`src/rtl/state_mac_three_if.sv`:
```
// Signal bundle for the six-state sequence tracker: control inputs in,
// state code and Moore/Mealy outputs back out.
interface state_mac_three_if;
  logic       i_x;
  logic       i_y;
  logic [2:0] sta;
  logic [1:0] o_z1;
  logic [1:0] o_z2;

  modport master (
    output i_x,
    output i_y,
    input  sta,
    input  o_z1,
    input  o_z2
  );

  modport slave (
    input  i_x,
    input  i_y,
    output sta,
    output o_z1,
    output o_z2
  );
endinterface

```
`src/rtl/state_mac_three.sv`:
```
// Six-state sequence tracker driven by X/Y, with a Moore output decoded from
// the state and a Mealy output that follows the live inputs in S3 and S5.
module state_mac_three (
  input  logic             i_clk,
  input  logic             i_rst_n,
  state_mac_three_if.slave bus
);

  typedef enum logic [2:0] {
    S0 = 3'b000,
    S1 = 3'b001,
    S2 = 3'b010,
    S3 = 3'b011,
    S4 = 3'b100,
    S5 = 3'b101
  } state_e;

  state_e     state_q;
  state_e     state_d;
  logic [1:0] z1;
  logic [1:0] z2;

  always_ff @(posedge i_clk or negedge i_rst_n) begin
    if (!i_rst_n) begin
      state_q <= S0;
    end else begin
      state_q <= state_d;
    end
  end

  // Any code outside S0..S5 recovers to S0 on the next edge.
  always_comb begin
    state_d = S0;
    case (state_q)
      S0: state_d = bus.i_x ? S1 : S0;
      S1: begin
        if (!bus.i_x) begin
          state_d = S2;
        end else begin
          state_d = bus.i_y ? S1 : S0;
        end
      end
      S2: begin
        if (bus.i_x) begin
          state_d = S3;
        end else begin
          state_d = bus.i_y ? S2 : S0;
        end
      end
      S3: begin
        if (!bus.i_x) begin
          state_d = S4;
        end else begin
          state_d = bus.i_y ? S3 : S5;
        end
      end
      S4: state_d = bus.i_x ? S5 : S0;
      S5: begin
        if (!bus.i_y) begin
          state_d = S0;
        end else begin
          state_d = bus.i_x ? S1 : S5;
        end
      end
      default: state_d = S0;
    endcase
  end

  // Outputs are forced low while reset is held, independent of the inputs.
  always_comb begin
    z1 = 2'b00;
    z2 = 2'b00;
    if (i_rst_n) begin
      case (state_q)
        S1, S2: z1 = 2'b01;
        S3, S4: z1 = 2'b10;
        S5:     z1 = 2'b11;
        default: z1 = 2'b00;
      endcase
      case (state_q)
        S3:      z2 = {bus.i_y, bus.i_x};
        S5:      z2 = {bus.i_x, bus.i_y};
        default: z2 = 2'b00;
      endcase
    end
  end

  assign bus.sta  = state_q;
  assign bus.o_z1 = z1;
  assign bus.o_z2 = z2;

endmodule

```
`src/flat_wrapper.sv`:
```
// flat-port wrapper written by rule: the top's interface ports become plain ports
module state_mac_three_flat 
  (i_clk, i_rst_n, bus_i_x, bus_i_y, bus_sta, bus_o_z1, bus_o_z2);
  state_mac_three_if bus_i ();
  input  logic i_clk;
  input  logic i_rst_n;
  input wire logic [$bits(bus_i.i_x)-1:0] bus_i_x;
  input wire logic [$bits(bus_i.i_y)-1:0] bus_i_y;
  output wire logic [$bits(bus_i.sta)-1:0] bus_sta;
  output wire logic [$bits(bus_i.o_z1)-1:0] bus_o_z1;
  output wire logic [$bits(bus_i.o_z2)-1:0] bus_o_z2;
  assign bus_i.i_x = bus_i_x;
  assign bus_i.i_y = bus_i_y;
  assign bus_sta = bus_i.sta;
  assign bus_o_z1 = bus_i.o_z1;
  assign bus_o_z2 = bus_i.o_z2;
  state_mac_three u_core (.i_clk(i_clk), .i_rst_n(i_rst_n), .bus(bus_i));
endmodule
```
`config.mk`:
```
export PLATFORM = sky130hd
export DESIGN_NAME = state_mac_three_flat
export DESIGN_NICKNAME = d
export VERILOG_FILES = /design/src/rtl/state_mac_three_if.sv /design/src/rtl/state_mac_three.sv /design/src/flat_wrapper.sv
export SDC_FILE = /design/constraint.sdc
export NUM_CORES = 1
export LEC_CHECK = 0
export ABC_AREA = 0
export BUFFER_PORTS_ARGS = -buffer_cell sky130_fd_sc_hd__buf_2
export CORE_AREA = 2 2 39 41
export CTS_BUF_LIST = sky130_fd_sc_hd__clkbuf_16
export DETAILED_ROUTE_END_ITERATION = 8
export DIE_AREA = 0 0 41 43
export GPL_TIMING_DRIVEN = 0
export HOLD_SLACK_MARGIN = 0.15
export PLACE_DENSITY = 0.36
export SYNTH_ARGS = -nofsm -noshare
export SYNTH_HDL_FRONTEND = slang
export SYNTH_SLANG_ARGS = --single-unit
```
`constraint.sdc`:
```
create_clock -name i_clk -period 2.7 [get_ports i_clk]
set_input_delay 0.54 -clock i_clk [delete_from_list [all_inputs] [get_ports i_clk]]
set_output_delay 0.54 -clock i_clk [all_outputs]
set_load 0.03 [all_outputs]
```
=== Word-level counts from Yosys, hierarchy flattened ===
Index checks and enable logic that the tools add are counted.

* Register bits: 3

* Equal/unequal tests: 5
* Multiplexer cells: 15
* Reduce and logical (&&, ||, !) cells: 3

{| class="wikitable"
|+ Operators by type and width
! operator !! count
|-
| two-way mux 3 bit || 7
|-
| one-hot mux 3 bit (6 select lines) || 1
|-
| equality test 3 x 2 -> 1 bit, second input constant || 2
|-
| equality test 3 bit, second input constant || 2
|-
| two-way mux 2 bit || 3
|-
| one-hot mux 2 bit (3 select lines) || 1
|-
| one-hot mux 2 bit (2 select lines) || 1
|-
| OR reduction 2 bit || 2
|-
| equality test 3 x 1 -> 1 bit, second input constant || 1
|-
| logical NOT 3 bit || 1
|-
| two-way mux 1 bit || 2
|}

=== Longest topological paths before layout ===
Gate-level depths: netlist of the first run.

* Word-level depth: 4
* Gate-level depth with buffers: 3

=== Least setup slack after synthesis of the first run ===
Ideal clock, no wire load.

* Path type: register to output
* Start point: register u_core.state_q[1], in the netlist u_core.bus.sta[1]
* End point: output port bus_o_z2[1]
* Data arrival time: 1394 ps
* Path slack: 766 ps
* Stages on the path, launching flop included: 4
* Path through: dfrtp_1 nor2b_2 nand2_1 a21oi_1

* Longest elaborated chain between the ends: 3
* Elaborated cells between the ends (all ways): 4
* Those cells by class: eq/ne: 2; mux: 2

{| class="wikitable"
|+ Ends and longest elaborated chain
! element !! RTL line !! source
|-
| start, declared || state_mac_three.sv:18 || <nowiki>state_e state_q;</nowiki>
|-
| start signal, assigned || state_mac_three.sv:27 || <nowiki>state_q <= state_d;</nowiki>
|-
| equality test 3 bit / equality test 3 x 2 -> 1 bit (equally long branches) || state_mac_three.sv:80 || <nowiki>case (state_q)</nowiki>
|-
| one-hot mux 2 bit (2 select lines) (*) || state_mac_three.sv:80 ||
|-
| two-way mux 2 bit (*) || state_mac_three.sv:73 || <nowiki>if (i_rst_n) begin</nowiki>
|-
| end, declared || flat_wrapper.sv:11 || <nowiki>output wire logic [$bits(bus_i.o_z2)-1:0] bus_o_z2;</nowiki>
|}

Mark *: on every way between the ends. The rest lies on a longest branch, timed or not.

=== Final worst setup path of the first run ===
* Start point: input port i_rst_n
* End point: output port bus_o_z2[1]

* Longest elaborated chain between the ends: 1

{| class="wikitable"
|+ Ends and longest elaborated chain
! element !! RTL line !! source
|-
| start, declared || flat_wrapper.sv:6 || <nowiki>input logic i_rst_n;</nowiki>
|-
| two-way mux 2 bit || state_mac_three.sv:73 ||
|}

Every way passes these cells.

==> results of run 1 <==
==> metrics by stage <==
step                      util [%]  instances  hold slack, ps  worst slack, ps  cell area [µm²]
after global placement        21.2         54             358             1040              294
after CTS                     27.7         59             599              517              383
after global routing          27.7         59             624              471              383
final                         27.7         59             591              541              383
after detailed placement      21.2         54             357             1030              294
after floorplan                  -         28             244              766              224
==> report_power, final <==
group,leakage [nW],total [mW],switching (mW),internal [mW]
registers,0.0384,0.0974,0.0349,0.0624
clock network,0.0423,0.229,0.0383,0.191
logic,0.0945,0.191,0.121,0.0704
==> timing repair <==
action / 4_1_cts / 5_1_grt
hold buffers: 1 / 0
endpoints found under the setup margin: 0 / 0
endpoints found under the hold margin: 3 / 0
setup buffers: 0 / 0
gates resized for setup: 0 / 0
==> worst max-delay path, stage by stage <==
cell and delay, ps:
dlygate4sd3_1 510, buf_2 160, nand2_1 80, a21oi_1 120
buf_2 200
==> area by class of cell <==
type / instances / area [µm²]
fill: 152 / 1000
multi-input combinational: 25 / 149
timing repair buffer: 11 / 60.1
clock buffer: 3 / 75.1
tap: 16 / 20.0
sequential: 3 / 75.1
clock inverter: 1 / 3.75
==> placed cells by master, fill, tap and decap left out <==
cell type,Yosys,routed
buf_2,0,10
a21oi_1,5,5
nand2b_1,4,4
nor2b_1,3,3
clkbuf_16,0,3
dfrtp_1,3,3
o21ai_1,2,2
nor2_1,2,2
nand2_1,2,2
nor2b_2,1,1
nand3b_1,1,1
o22a_1,1,1
o32ai_1,1,1
a211oi_1,1,1
a22oi_1,1,1
and2_1,1,1
inv_1,0,1
dlygate4sd3_1,0,1
==> logic make-up after synthesis <==
group | after synthesis | share of synthesized area, %
and+or+nand+nor | 14 | 36.3
AOI/OAI and AO/OA | 11 | 30.2
DFF | 3 | 33.5
==> metal layers <==
layer / up-vias / global-route usage, % / share of wire [%]
li1: 132 / - / -
met1: 121 / 8.77 / 43
met5: - / 0 / 0
met2: 4 / 8.75 / 51
met3: 0 / 3.14 / 5.8
met4: 0 / 6.00 / 0
==> final timing paths <==
path,from,endpoint,slack (ps),cells after the start
worst min register to register,u_core.bus.sta[1],u_core.bus.sta[0],590,1
worst max-delay path,i_rst_n,bus_o_z2[1],540,5
min in group asynchronous,i_rst_n,u_core.bus.sta[2],660,2
worst min-delay path,u_core.bus.sta[1],u_core.bus.sta[0],590,1
worst max register to register,u_core.bus.sta[0],u_core.bus.sta[1],1670,3
max in group asynchronous,i_rst_n,u_core.bus.sta[0],1920,2
==> impl_metrics.tcl, run 1 <==
set metrics [dict create \
    synth_top_area_share_pct 33.5 \
    die_x_um 41 \
    synth_top_area_cell "dfrtp_1" \
    clockBufferDepth 2 \
    synth.top_cells.by_area "dfrtp_1 34%, a21oi_1 11%, nand2b_1 11%, nor2b_1 8.4%, o21ai_1 4.5%" \
    syn_nets 32 \
    async_reset_ff_share_pct 100 \
    cap_violations 0 \
    avgSynthCellArea_um2 8.00 \
    drc 0 \
    synthDistinctLibCells 14 \
    outcome "completed" \
    fin_nets 48 \
    critPathKind "in2out" \
    ir_worst_vdd_v 0.000448 \
    finalCritPeriodShare_pct 80.0 \
    clock-root-buffer "clkbuf_16" \
    netlist_top_cells_count "5 x a21oi_1, 4 x nand2b_1, 3 x dfrtp_1, 3 x nor2b_1" \
    vias 257 \
    yosysWarningCount 0 \
    grtUsageTotal_pct 7.05 \
    fin_skew_ps 0.972 \
    die_h_um 43 \
    finalPower_mw 0.518 \
    slew_violations 0 \
    ys_ff_latch 3 \
    worstPathArrival_ps 1620 \
    numPortBuffers 10 \
    powerDensity_nw_per_um2 1350 \
    startpoint_type "input pin" \
    postSynthCellCount 28 \
    clk_latency_ps 220 \
    drt-total-wl_um 571 \
    first_pass_iters 1 \
    hold_path_class "reg2reg" \
    fp.coreArea_um2 1380 \
    relSlewSlack_pct 80.4 \
    drive_above_1_share_pct 32.6 \
    max_freq_mhz 463 \
    grt_overflow 0 \
    ioPinCount 11 \
    period_needed_ps 2160 \
    largest_register_ffs 3 \
    grt_antenna_before_repair 0 \
    drt_iter0_drc 0 \
    rows 14 \
    setup_viol 0 \
    critPathRequiredTime_ps 2160 \
    yosysMostFrequentCell "a21oi_1" \
    cts_tree "yes" \
    start_util_pct 16.2 \
    syn_area_um2 224 \
    grt_pass1_wl_um 800 \
    grt_pass1_vias 220 \
    ant_nets 0 \
    die_area_um2 1760 \
    synth_edf_count 0 \
    clk_pin_slew_ps 30 \
    ys.flop_type "dfrtp_1" \
    numCtsBuffers 3 \
    hpwlAfterDp_um 415 \
    grt_max_degree 11 \
    gp_congestion 0.674 \
    p_leak_nw 0.175 \
    finalSetupTns_ps 0 \
    crit_fanout 6 \
    syn_to_final_growth_pct 70.9 \
    ys_seq_area_share_pct 33.5 \
    hold_viol_final 0 \
    viasPerCell 4.36 \
    routedWlPerCell_um 9.68 \
    crit_path_end_kind "output pin" \
    num_antenna_cells 0 \
    cts_htree_levels 1 \
    cts_num_sinks 3 \
    rsz0062_at_grt "false" \
    tightest_slew_ps 293 \
]
(Power assumes the default switching activity.)
==> run 2: changes to the inputs <==
ABC_AREA = 1   (was 0)
PLACE_DENSITY = 0.37   (was 0.36)
clock period = 2.17 ns   (was 2.7 ns; I/O delays follow)
==> run 2 against run 1 <==
Net effect: clock skew up 3.3 ps; routed wire length up 25%; utilization up 1.5 points; hold slack worse by 60 ps; sequential power up 19%; critical path depth unchanged; final cell count up 17%; clock-buffer cell count unchanged; largest cell class unchanged; highest routed layer is now met4.
==> impl_metrics.tcl, run 2 <==
set metrics [dict create \
    synth_edf_count 0 \
    grt_pass1_vias 280 \
    ir_worst_vdd_v 0.000521 \
    first_pass_iters 4 \
    clk_pin_slew_ps 30 \
    rows 14 \
    viasPerCell 4.42 \
    start_util_pct 17.7 \
    yosysMostFrequentCell "nand2_1" \
    drt-total-wl_um 713 \
    startpoint_type "input pin" \
    holdWs_ps 531 \
    cts_htree_levels 1 \
    drt_iter0_drc 4 \
    netlist_top_cells_count "8 x nand2_1, 6 x inv_1, 4 x nand3_1" \
    ioPinCount 11 \
    relSlewSlack_pct 85.2 \
    drive_above_1_share_pct 35.8 \
    grtUsageTotal_pct 11.0 \
    slew_violations 0 \
    layout_common_cells "10 x buf_2, 8 x nand2_1, 7 x inv_1, 4 x nand3_1" \
    syn_to_final_growth_pct 64.8 \
    postSynthCellCount 38 \
    grt_max_degree 8 \
    powerDensity_nw_per_um2 1610 \
    finalSetupTns_ps 0 \
    routedWlPerCell_um 10.3 \
    cts_tree "yes" \
    drc 0 \
    final_cells 69 \
    critPathRequiredTime_ps 1740 \
    die_x_um 41 \
    dpl_worst_slack_ps 604 \
    vias 305 \
    period_needed_ps 1950 \
    mostFrequentLayoutCell "buf_2" \
    rsz0062_at_grt "false" \
    synth_top_area_share_pct 30.6 \
    critPathKind "in2out" \
    max_freq_mhz 512 \
    cap_violations 0 \
    cts-hold-fix-buffers 1 \
    synth_top_area_cell "dfrtp_1" \
    yosysWarningCount 0 \
    grt_antenna_before_repair 0 \
    worstPathArrival_ps 1520 \
    setup_viol 0 \
    gp_congestion 0.733 \
    hpwlAfterDp_um 536 \
    ant_nets 0 \
    fp.coreArea_um2 1380 \
    grt_pass1_wl_um 1180 \
    tightest_slew_ps 222 \
    async_reset_ff_share_pct 100 \
    p_leak_nw 0.211 \
    num_antenna_cells 0 \
    post-cts-setup-buffers 0 \
    die_h_um 43 \
    synth.top_cells.by_area "dfrtp_1 31%, nand2_1 12%, inv_1 9.2%, nand3_1 8.2%, nand4_1 7.7%" \
    syn_area_um2 245 \
    fin_nets 58 \
    hold_path_class "in2reg" \
    ys_ff_latch 3 \
    ys.flop_type "dfrtp_1" \
    ys_seq_area_share_pct 30.6 \
    place_inst 64 \
    finalCritPeriodShare_pct 89.9 \
    hold_viol_final 0 \
    clockBufferDepth 2 \
    fin_ws_ps 218 \
    grt_overflow 0 \
    die_area_um2 1760 \
    clock-root-buffer "clkbuf_16" \
    outcome "completed" \
    synthDistinctLibCells 13 \
    numPortBuffers 10 \
    largest_register_ffs 3 \
    numCtsBuffers 3 \
    syn_nets 42 \
    avgSynthCellArea_um2 6.45 \
    cts_num_sinks 3 \
    crit_path_end_kind "output pin" \
    fin_skew_ps 4.23 \
    clk_latency_ps 230 \
    ctsResizeCount 0 \
    crit_fanout 5 \
]
-- run 2: stage by stage --
step / instance area (µm²) / total power [mW] / util, %
2_1_floorplan: 245 / 0.291 / -
4_1_cts: 404 / 0.662 / 29.2
6_report: 404 / 0.652 / 29.2
5_1_grt: 404 / 0.695 / 29.2
3_5_place_dp: 315 / 0.360 / 22.8
3_3_place_gp: 315 / 0.368 / 22.8
-- run 2: layer usage --
layer  wire (µm)  track usage [%]  share of wire, %  vias to the layer above
met1         261             11.7                37                      140
li1            -                -                 -                      155
met4          14             10.0               2.0                        0
met3          38             4.71               5.3                        2
met5           0                0                 0                        -
met2         398             15.3                56                        8
-- run 2: layout make-up --
cell class,count,area [µm²]
fill,167,980
multi-input combinational,28,144
sequential,3,75.1
clock buffer,3,75.1
timing repair buffer,11,60.1
inverter,7,26.3
tap,16,20.0
clock inverter,1,3.75
-- run 2: final timing paths --
kind / depth (start not counted) / end / slack [ps] / from
min in group asynchronous: 2 / u_core.bus.sta[0] / 550 / i_rst_n
hold reg to reg: 2 / u_core.bus.sta[1] / 710 / u_core.bus.sta[1]
setup reg to reg: 5 / u_core.bus.sta[1] / 1130 / u_core.bus.sta[1]
hold / removal: 3 / u_core.bus.sta[2] / 530 / bus_i_y
setup / recovery: 5 / bus_o_z1[1] / 220 / i_rst_n
max in group asynchronous: 2 / u_core.bus.sta[2] / 1490 / i_rst_n
-- run 2: power breakdown --
group	switching [mW]	internal (mW)
registers	0.0373	0.0788
logic	0.174	0.0700
clock network	0.0540	0.238
-- run 2: kinds of logic (layout without fill, tap and decap cells) --
family / Yosys count / in the layout / share of synthesized area (%)
buf+inv: 7 / 22 / 10.7
simple gates: 22 / 22 / 42.9
compound gates: 6 / 6 / 15.8
flops: 3 / 3 / 30.6
-- run 2: worst max-delay path, stage by stage --
cell	delay, ps
dlygate4sd3_1	520
buf_2	160
o21ai_0	90
a21oi_1	110
buf_2	210
